[config.mk]
export PLATFORM = sky130hd
export DESIGN_NAME = shared_counter_arb
export DESIGN_NICKNAME = d
export VERILOG_FILES = /design/src/rtl/shared_counter_pkg.sv /design/src/rtl/shared_counter_arb_rr_arbiter.sv /design/src/rtl/shared_counter_arb.sv
export SDC_FILE = /design/constraint.sdc
export NUM_CORES = 1
export LEC_CHECK = 0
export BUFFER_PORTS_ARGS = -buffer_cell sky130_fd_sc_hd__buf_4
export CORE_ASPECT_RATIO = 1.2
export CORE_MARGIN = 2
export CORE_UTILIZATION = 50
export CTS_CLUSTER_SIZE = 20
export DETAILED_ROUTE_END_ITERATION = 8
export GPL_TIMING_DRIVEN = 0
export MAX_ROUTING_LAYER = met4
export PLACE_DENSITY = 0.86
export SLEW_MARGIN = 30
export SYNTH_ARGS = -nofsm -noshare
export SYNTH_HDL_FRONTEND = slang
export SYNTH_SLANG_ARGS = --single-unit
[constraint.sdc]
create_clock -name clk -period 4.6 [get_ports clk]
set_input_delay 0.23 -clock clk [delete_from_list [all_inputs] [get_ports clk]]
set_output_delay 0.23 -clock clk [all_outputs]
set_load 0.05 [all_outputs]
[src/rtl/shared_counter_pkg.sv]
// Shared definitions for the multi-writer counter.
//   op_t  : per-channel opcode (NOP / LOAD / ADD / SUB)
//   OP_W  : opcode field width per channel
package shared_counter_pkg;

  localparam int OP_W = 2;

  typedef enum logic [OP_W-1:0] {
    OP_NOP  = 2'b00,
    OP_LOAD = 2'b01,
    OP_ADD  = 2'b10,
    OP_SUB  = 2'b11
  } op_t;

endpackage

[src/rtl/shared_counter_arb_rr_arbiter.sv]
// Round-robin arbiter with a registered priority pointer.
// The pointer names the highest-priority channel; the search wraps from it
// upwards. On an advance strobe the pointer moves to one past the winner.
// Ports:
//   clk     : clock, rising edge
//   rst     : synchronous active-high reset (ptr -> 0)
//   req     : per-channel requests
//   advance : consume the current grant and rotate priority
//   gnt     : one-hot grant, combinational from req and ptr (0 when req=0)
module rr_arbiter #(
  parameter int NCH = 2
) (
  input  logic           clk,
  input  logic           rst,
  input  logic [NCH-1:0] req,
  input  logic           advance,
  output logic [NCH-1:0] gnt
);

  localparam int PW = (NCH > 1) ? $clog2(NCH) : 1;

  logic [PW-1:0] ptr;
  logic [PW-1:0] gnt_idx;
  logic [PW:0]   cand;
  logic          found;

  always_comb begin
    gnt     = '0;
    gnt_idx = '0;
    found   = 1'b0;
    cand    = '0;
    for (int i = 0; i < NCH; i++) begin
      // candidate = (ptr + i) mod NCH, kept one bit wider to see the wrap
      cand = {1'b0, ptr} + (PW+1)'(i);
      if (cand >= (PW+1)'(NCH)) begin
        cand = cand - (PW+1)'(NCH);
      end
      if (!found && req[cand[PW-1:0]]) begin
        gnt[cand[PW-1:0]] = 1'b1;
        gnt_idx           = cand[PW-1:0];
        found             = 1'b1;
      end
    end
  end

  always_ff @(posedge clk) begin
    if (rst) begin
      ptr <= '0;
    end else if (advance && found) begin
      ptr <= (gnt_idx == PW'(NCH-1)) ? '0 : gnt_idx + 1'b1;
    end
  end

endmodule

[src/rtl/shared_counter_arb.sv]
// Multi-writer shared counter. NCH channels request LOAD/ADD/SUB operations;
// a round-robin arbiter grants one per cycle and the granted operation is
// applied at that rising edge. ovf pulses for one cycle after an ADD carry
// or SUB borrow.
// Build option: SHARED_COUNTER_SAT_EN -- clamp to all-ones / zero instead of
// wrapping (ovf still pulses).
// Ports:
//   clk    : clock, rising edge
//   rst    : synchronous active-high reset
//   req    : per-channel request, bit i = channel i
//   op     : per-channel opcode, channel i at [2i+1:2i]
//   wrdata : per-channel operand, channel i at [WIDTH*i +: WIDTH]
//   gnt    : one-hot grant (combinational from req and priority pointer)
//   value  : registered counter value
//   ovf    : registered overflow/underflow pulse
module shared_counter_arb
  import shared_counter_pkg::*;
#(
  parameter int WIDTH = 8,
  parameter int NCH   = 2
) (
  input  logic                 clk,
  input  logic                 rst,
  input  logic [NCH-1:0]       req,
  input  logic [OP_W*NCH-1:0]  op,
  input  logic [WIDTH*NCH-1:0] wrdata,
  output logic [NCH-1:0]       gnt,
  output logic [WIDTH-1:0]     value,
  output logic                 ovf
);

  op_t              sel_op;
  logic [WIDTH-1:0] sel_data;
  logic [WIDTH:0]   sum;
  logic [WIDTH:0]   diff;
  logic [WIDTH-1:0] nxt_value;
  logic             nxt_ovf;
  logic             any_gnt;

  assign any_gnt = |gnt;

  rr_arbiter #(.NCH(NCH)) u_arb (
    .clk     (clk),
    .rst     (rst),
    .req     (req),
    .advance (any_gnt),
    .gnt     (gnt)
  );

  // grant is one-hot, so a priority-free OR-style mux is sufficient
  always_comb begin
    sel_op   = OP_NOP;
    sel_data = '0;
    for (int k = 0; k < NCH; k++) begin
      if (gnt[k]) begin
        sel_op   = op_t'(op[OP_W*k +: OP_W]);
        sel_data = wrdata[WIDTH*k +: WIDTH];
      end
    end
  end

  // top bit of sum is the carry, top bit of diff is the borrow
  assign sum  = {1'b0, value} + {1'b0, sel_data};
  assign diff = {1'b0, value} - {1'b0, sel_data};

  always_comb begin
    nxt_value = value;
    nxt_ovf   = 1'b0;
    case (sel_op)
      OP_LOAD: nxt_value = sel_data;
      OP_ADD: begin
        nxt_ovf = sum[WIDTH];
`ifdef SHARED_COUNTER_SAT_EN
        nxt_value = sum[WIDTH] ? {WIDTH{1'b1}} : sum[WIDTH-1:0];
`else
        nxt_value = sum[WIDTH-1:0];
`endif
      end
      OP_SUB: begin
        nxt_ovf = diff[WIDTH];
`ifdef SHARED_COUNTER_SAT_EN
        nxt_value = diff[WIDTH] ? '0 : diff[WIDTH-1:0];
`else
        nxt_value = diff[WIDTH-1:0];
`endif
      end
      default: nxt_value = value;
    endcase
  end

  always_ff @(posedge clk) begin
    if (rst) begin
      value <= '0;
      ovf   <= 1'b0;
    end else if (any_gnt) begin
      value <= nxt_value;
      ovf   <= nxt_ovf;
    end else begin
      ovf   <= 1'b0;
    end
  end

endmodule

# After elaboration in Yosys (flattened, before gate mapping)
# Cells that the tools add are included.
[totals]
reg_bits = 10
wordCells = 52
[op_classes]
add_sub_neg = 6
order_cmp = 6
n_eq_ne = 3
muxes = 23
bitwise_logic = 2
n_reduce_logical = 9
[ops]
columns = ["operator", "n"]
rows = [
  ["$pmux W8 S3", 1],
  ["$mux W8", 2],
  ["$mux W1", 13],
  ["$add A8 B8 Y9", 1],
  ["$sub A8 B8 Y9", 1],
  ["$mux W2", 4],
  ["$eq A2 B2 Y1 const B", 2],
  ["$logic_and A1 B1 Y1", 4],
  ["$lt A1 B2 Y1 const B", 2],
  ["$reduce_or A2 Y1", 2],
  ["$reduce_bool A3 Y1", 1],
  ["$add A1 B1 Y2 const B", 1],
  ["$demux W1 S1", 2],
  ["$eq A2 B1 Y1 const B", 1],
  ["$ge A1 B1 Y1 const B", 2],
  ["$ge A1 B2 Y1 const B", 1],
  ["$ge A2 B2 Y1 const B", 1],
  ["$or A2 B2 Y2", 1],
  ["$pmux W1 S2", 1],
  ["$reduce_and A2 Y1", 1],
  ["$sub A1 B1 Y1 const B", 2],
  ["$add A1 B1 Y1 const B", 1],
  ["$logic_not A1 Y1", 1],
  ["$not A1 Y1", 1],
]

# Depth between registers and ports, before layout
[logic_depth]
ltp_word = 14
mapped_depth = 13

# Modules after synthesis
# Synthesis repeated with hierarchy kept, for this count alone.
[unflattened]
cells_unflattened = 178
hier_area_um2 = 1347.5
[by_module_without_submodules]
columns = ["module", "instances", "cells_per_inst", "area_each_um2", "seq_area_each_um2"]
rows = [
  ["shared_counter_arb", 1, 171, 1282.5, 180.2],
  ["rr_arbiter", 1, 7, 65.1, 20.0],
]

# Worst setup path after synthesis
# Ideal clock, no wire load.
[synth_path]
kind = "input -> register"
from = "input port req[1]"
to = "register value[6]"
setup_ps = 127
arrival_ps = 2573
required_ps = 4473
setup_slack_ps = 1900
path_stages = 13
path_cell_list = "buf_4 > a21boi_2 > buf_2 > a22o_2 > ha_1 > inv_1 > fa_1 > nand2b_1 > a21oi_1 > o21ai_0 > a211oi_1 > a221oi_1 > o21ai_1"
[synth_via]
elab_chain_cells = 11
elab_cells_between_ends = 23
[synth_rtl]
columns = ["element", "line", "text"]
rows = [
  ["start: declaration", "shared_counter_arb.sv:24", "input logic [NCH-1:0] req,"],
  ["$mux W1 (not written as such) (2 in a row)", "shared_counter_arb_rr_arbiter.sv:38", "if (!found && req[cand[PW-1:0]]) begin"],
  ["$mux W1", "shared_counter_arb_rr_arbiter.sv:38", ""],
  ["$logic_not A1 Y1", "shared_counter_arb_rr_arbiter.sv:38", ""],
  ["$logic_and A1 B1 Y1", "shared_counter_arb_rr_arbiter.sv:38", ""],
  ["$mux W2 *", "shared_counter_arb_rr_arbiter.sv:38", ""],
  ["named net gnt[0]", "shared_counter_arb.sv:27", "output logic [NCH-1:0] gnt,"],
  ["branches (longest 5 deep; another with $sub A8 B8 Y9)", "-", ""],
  ["end signal: assignment", "shared_counter_arb.sv:96", "value <= nxt_value;"],
  ["end: declaration", "shared_counter_arb.sv:28", "output logic [WIDTH-1:0] value,"],
]
# Mark *: on every way through the listed nets, which the timed path passes. The select of a mux whose other input is x is not followed.
# A chain may end at the register's enable or synchronous reset.

==> metrics <==
run status=finished, final reports clean; DRC errors left=0; crit-path max FO=10; worst slew pin tran=0.584 ns; setup_tns=0 ns; crit path cell chain=a21boi_2, buf_2, a22o_2, ha_1, inv_1, fa_1, nand2b_1, a21oi_1, o21ai_0, a211oi_1, a221oi_1, o21ai_1; Root Buffer Master=clkbuf_4; input/output buffers=33; P_leak=approximately 0.78 nW; MaxCap Viol Count=0; most frequent cells in the layout=buf_4, ha_1, inv_1; Final nets=240; register area=200 um^2; DRT Pass-1 Iters=4; # setup viols final=0; # IOs=35; first-pass GRT wire length=5.93 mm; Crit. End Element=flop; grt total ovfl=0; fmax=between 0.3 and 0.4 GHz; Die H=60.0 um; Critical Path Slowest Stage Cell=fa_1; Synth Warn #=0; number of synthesized flops with an enable pin=0; Synth Cell Area=around 0.0013 mm^2; Worst setup SP type=flop; Period minus WS final=2.95 ns; final instance area=approximately 0.0016 mm^2; Syn Inst Count=157; Crit path depth=12; number of buffers and inverters on the critical path=2; clock buffer depth=2; max-slew violations=0; mean routed wirelength per cell=15.7 um; Multi-input gate area=between 0.001 and 0.0015 mm^2; Worst EP arrival=3.10 ns; initial core utilization=52.3%; Peak supply drop=0.168 mV; Worst Path Required=4.75 ns; most common cell after layout, fill and taps aside=buf_4; post-CTS setup buffer count=0; fin crit share=around 64%; Post-synth ARST share=0%; worst setup margin=1.65 ns; worst-skew pair later-pin latency=0.27 ns; Worst R2R Path Depth=12; Post-Syn Area per Cell=8.33 um^2; max incr delay on CP=0.38 ns; RSZ-0062 raised after global routing=false; ys flop type=dfxtp_1; vias in the first global route=1341; initial antenna violation count=0; Hold/Removal Path Class=input port to flop; Hold-fix buffers, CTS=0; Via density=5.94; slew margin rel.=61.0%; gr usage total=26.5%; power per cell area=315 mW/mm^2; Post-CTS Resized=0; DP HPWL=~2.8 mm; met3 Usage GRT=4.00%; Yosys reg bits=10; final WL=3.54 mm; Starting DRT DRC Count=52; share of layout cells above drive strength 1=27.5%; met1 Usage GRT=31.4%; largest net degree at the start of global routing=11; dpl ws=approximately 1.7 ns; critical path class=flop to flop; depth of the CTS H-tree=1; skew final=approximately 0.0028 ns; die width=50.7 um; Min Hold Slack=0.210 ns; WHS Path Cells=2; n_diodes=0; Die Footprint=around 0.0030 mm^2; GP Congestion=0.961; overall power=510 uW; clock slew at reported path FFs=0.08 ns; endpoints failing hold=0; met2 Use GR=44.4%; CORE AREA=~0.0025 mm^2; via count=1343; std cell rows=20; Area Growth Syn to Fin=23.8%; syn_nets=202; unique cell type count in the Yosys netlist=47; FILL cells=approximately 230; family with the most delay on the worst path=compound AO/OA/AOI/OAI gates; CTS Sinks=10; final antenna-violating net count=0; Num CTS Buffers=3; GRT busiest layer=met2; DP Area=0.00160 mm^2; sequential element share of the synthesized area=15.3%; CTS tree=done
routing by layer:
metal  routed length (um)  vias up
met1                 1490      619
met4                   68        0
li1                     -      658
met3                  265       10
met5                    0        -
met2                 1710       56
kinds of logic (layout without fill, tap and decap cells):
group,after synthesis,in the layout,share of synthesized area [%]
multiplexers,2,2,2.49
adder cells (fa/ha/maj),21,21,21.2
flip-flops,10,10,15.3
AO/OA/AOI/OAI,58,58,34.0
AND/OR/NAND/NOR,38,38,15.1
buffers and inverters,21,57,7.18
XOR/XNOR,7,7,4.69
synth_stat cells, types with 4 or more instances:
master,n,share of area [%]
inv_1,14,4.0
nand2_1,8,2.3
o21ai_0,4,1.5
a21oi_1,12,4.6
nor2_1,13,3.7
nand2b_1,4,1.9
dfxtp_1,10,15
xnor2_1,5,3.3
a22oi_1,6,3.4
ha_1,19,18
a211oi_1,9,5.2
worst reg2reg max path, cell delays in order, from the launching register on:
cell and delay [ns]:
dfxtp_1 0.35, a21boi_2 0.22, buf_2 0.27, a22o_2 0.22, ha_1 0.15, inv_1 0.05, fa_1 0.38, nand2b_1 0.12
a21oi_1 0.12, o21ai_0 0.38, a211oi_1 0.14, a221oi_1 0.32, o21ai_1 0.10
flip-flops by register name, summed over array words and instances (netlist names), named ones only:
register / cells
value: 8
ovf: 1
cell type report:
class / instances / area share [%]
inverter: 14 / 3.25
sequential: 10 / 12.4
multi-input combinational: 126 / 62.6
tap: 33 / 2.55
buffer: 7 / 2.55
timing repair buffer: 33 / 15.3
clock buffer: 3 / 1.39
worst paths after layout:
| path | endpoint | from | slack, ns |
|---|---|---|---|
| setup / recovery | value[6] | flop | 1.65 |
| hold / removal | flop | req[1] | 0.21 |
| hold reg to reg | value[0] | value[0] | 0.53 |
| setup reg to reg | value[6] | flop | 1.65 |
where the power goes:
part / leakage [nW] / internal [mW] / switching, mW / total [mW]
Sequential: 0.0827 / 0.100 / 0.0172 / 0.117
Combinational: 0.683 / 0.133 / 0.194 / 0.327
Clock: 0.0138 / 0.0303 / 0.0352 / 0.0654
Total: 0.780 / 0.264 / 0.246 / 0.510
per-stage QoR:
step	utilization, %	std cells
4_1_cts	64.7	226
3_5_place_dp	63.8	223
3_3_place_gp	63.8	223
2_1_floorplan	-	157
5_1_grt	64.7	226
6_report	64.7	226
Note: power is estimated with default switching activity, not from simulation.
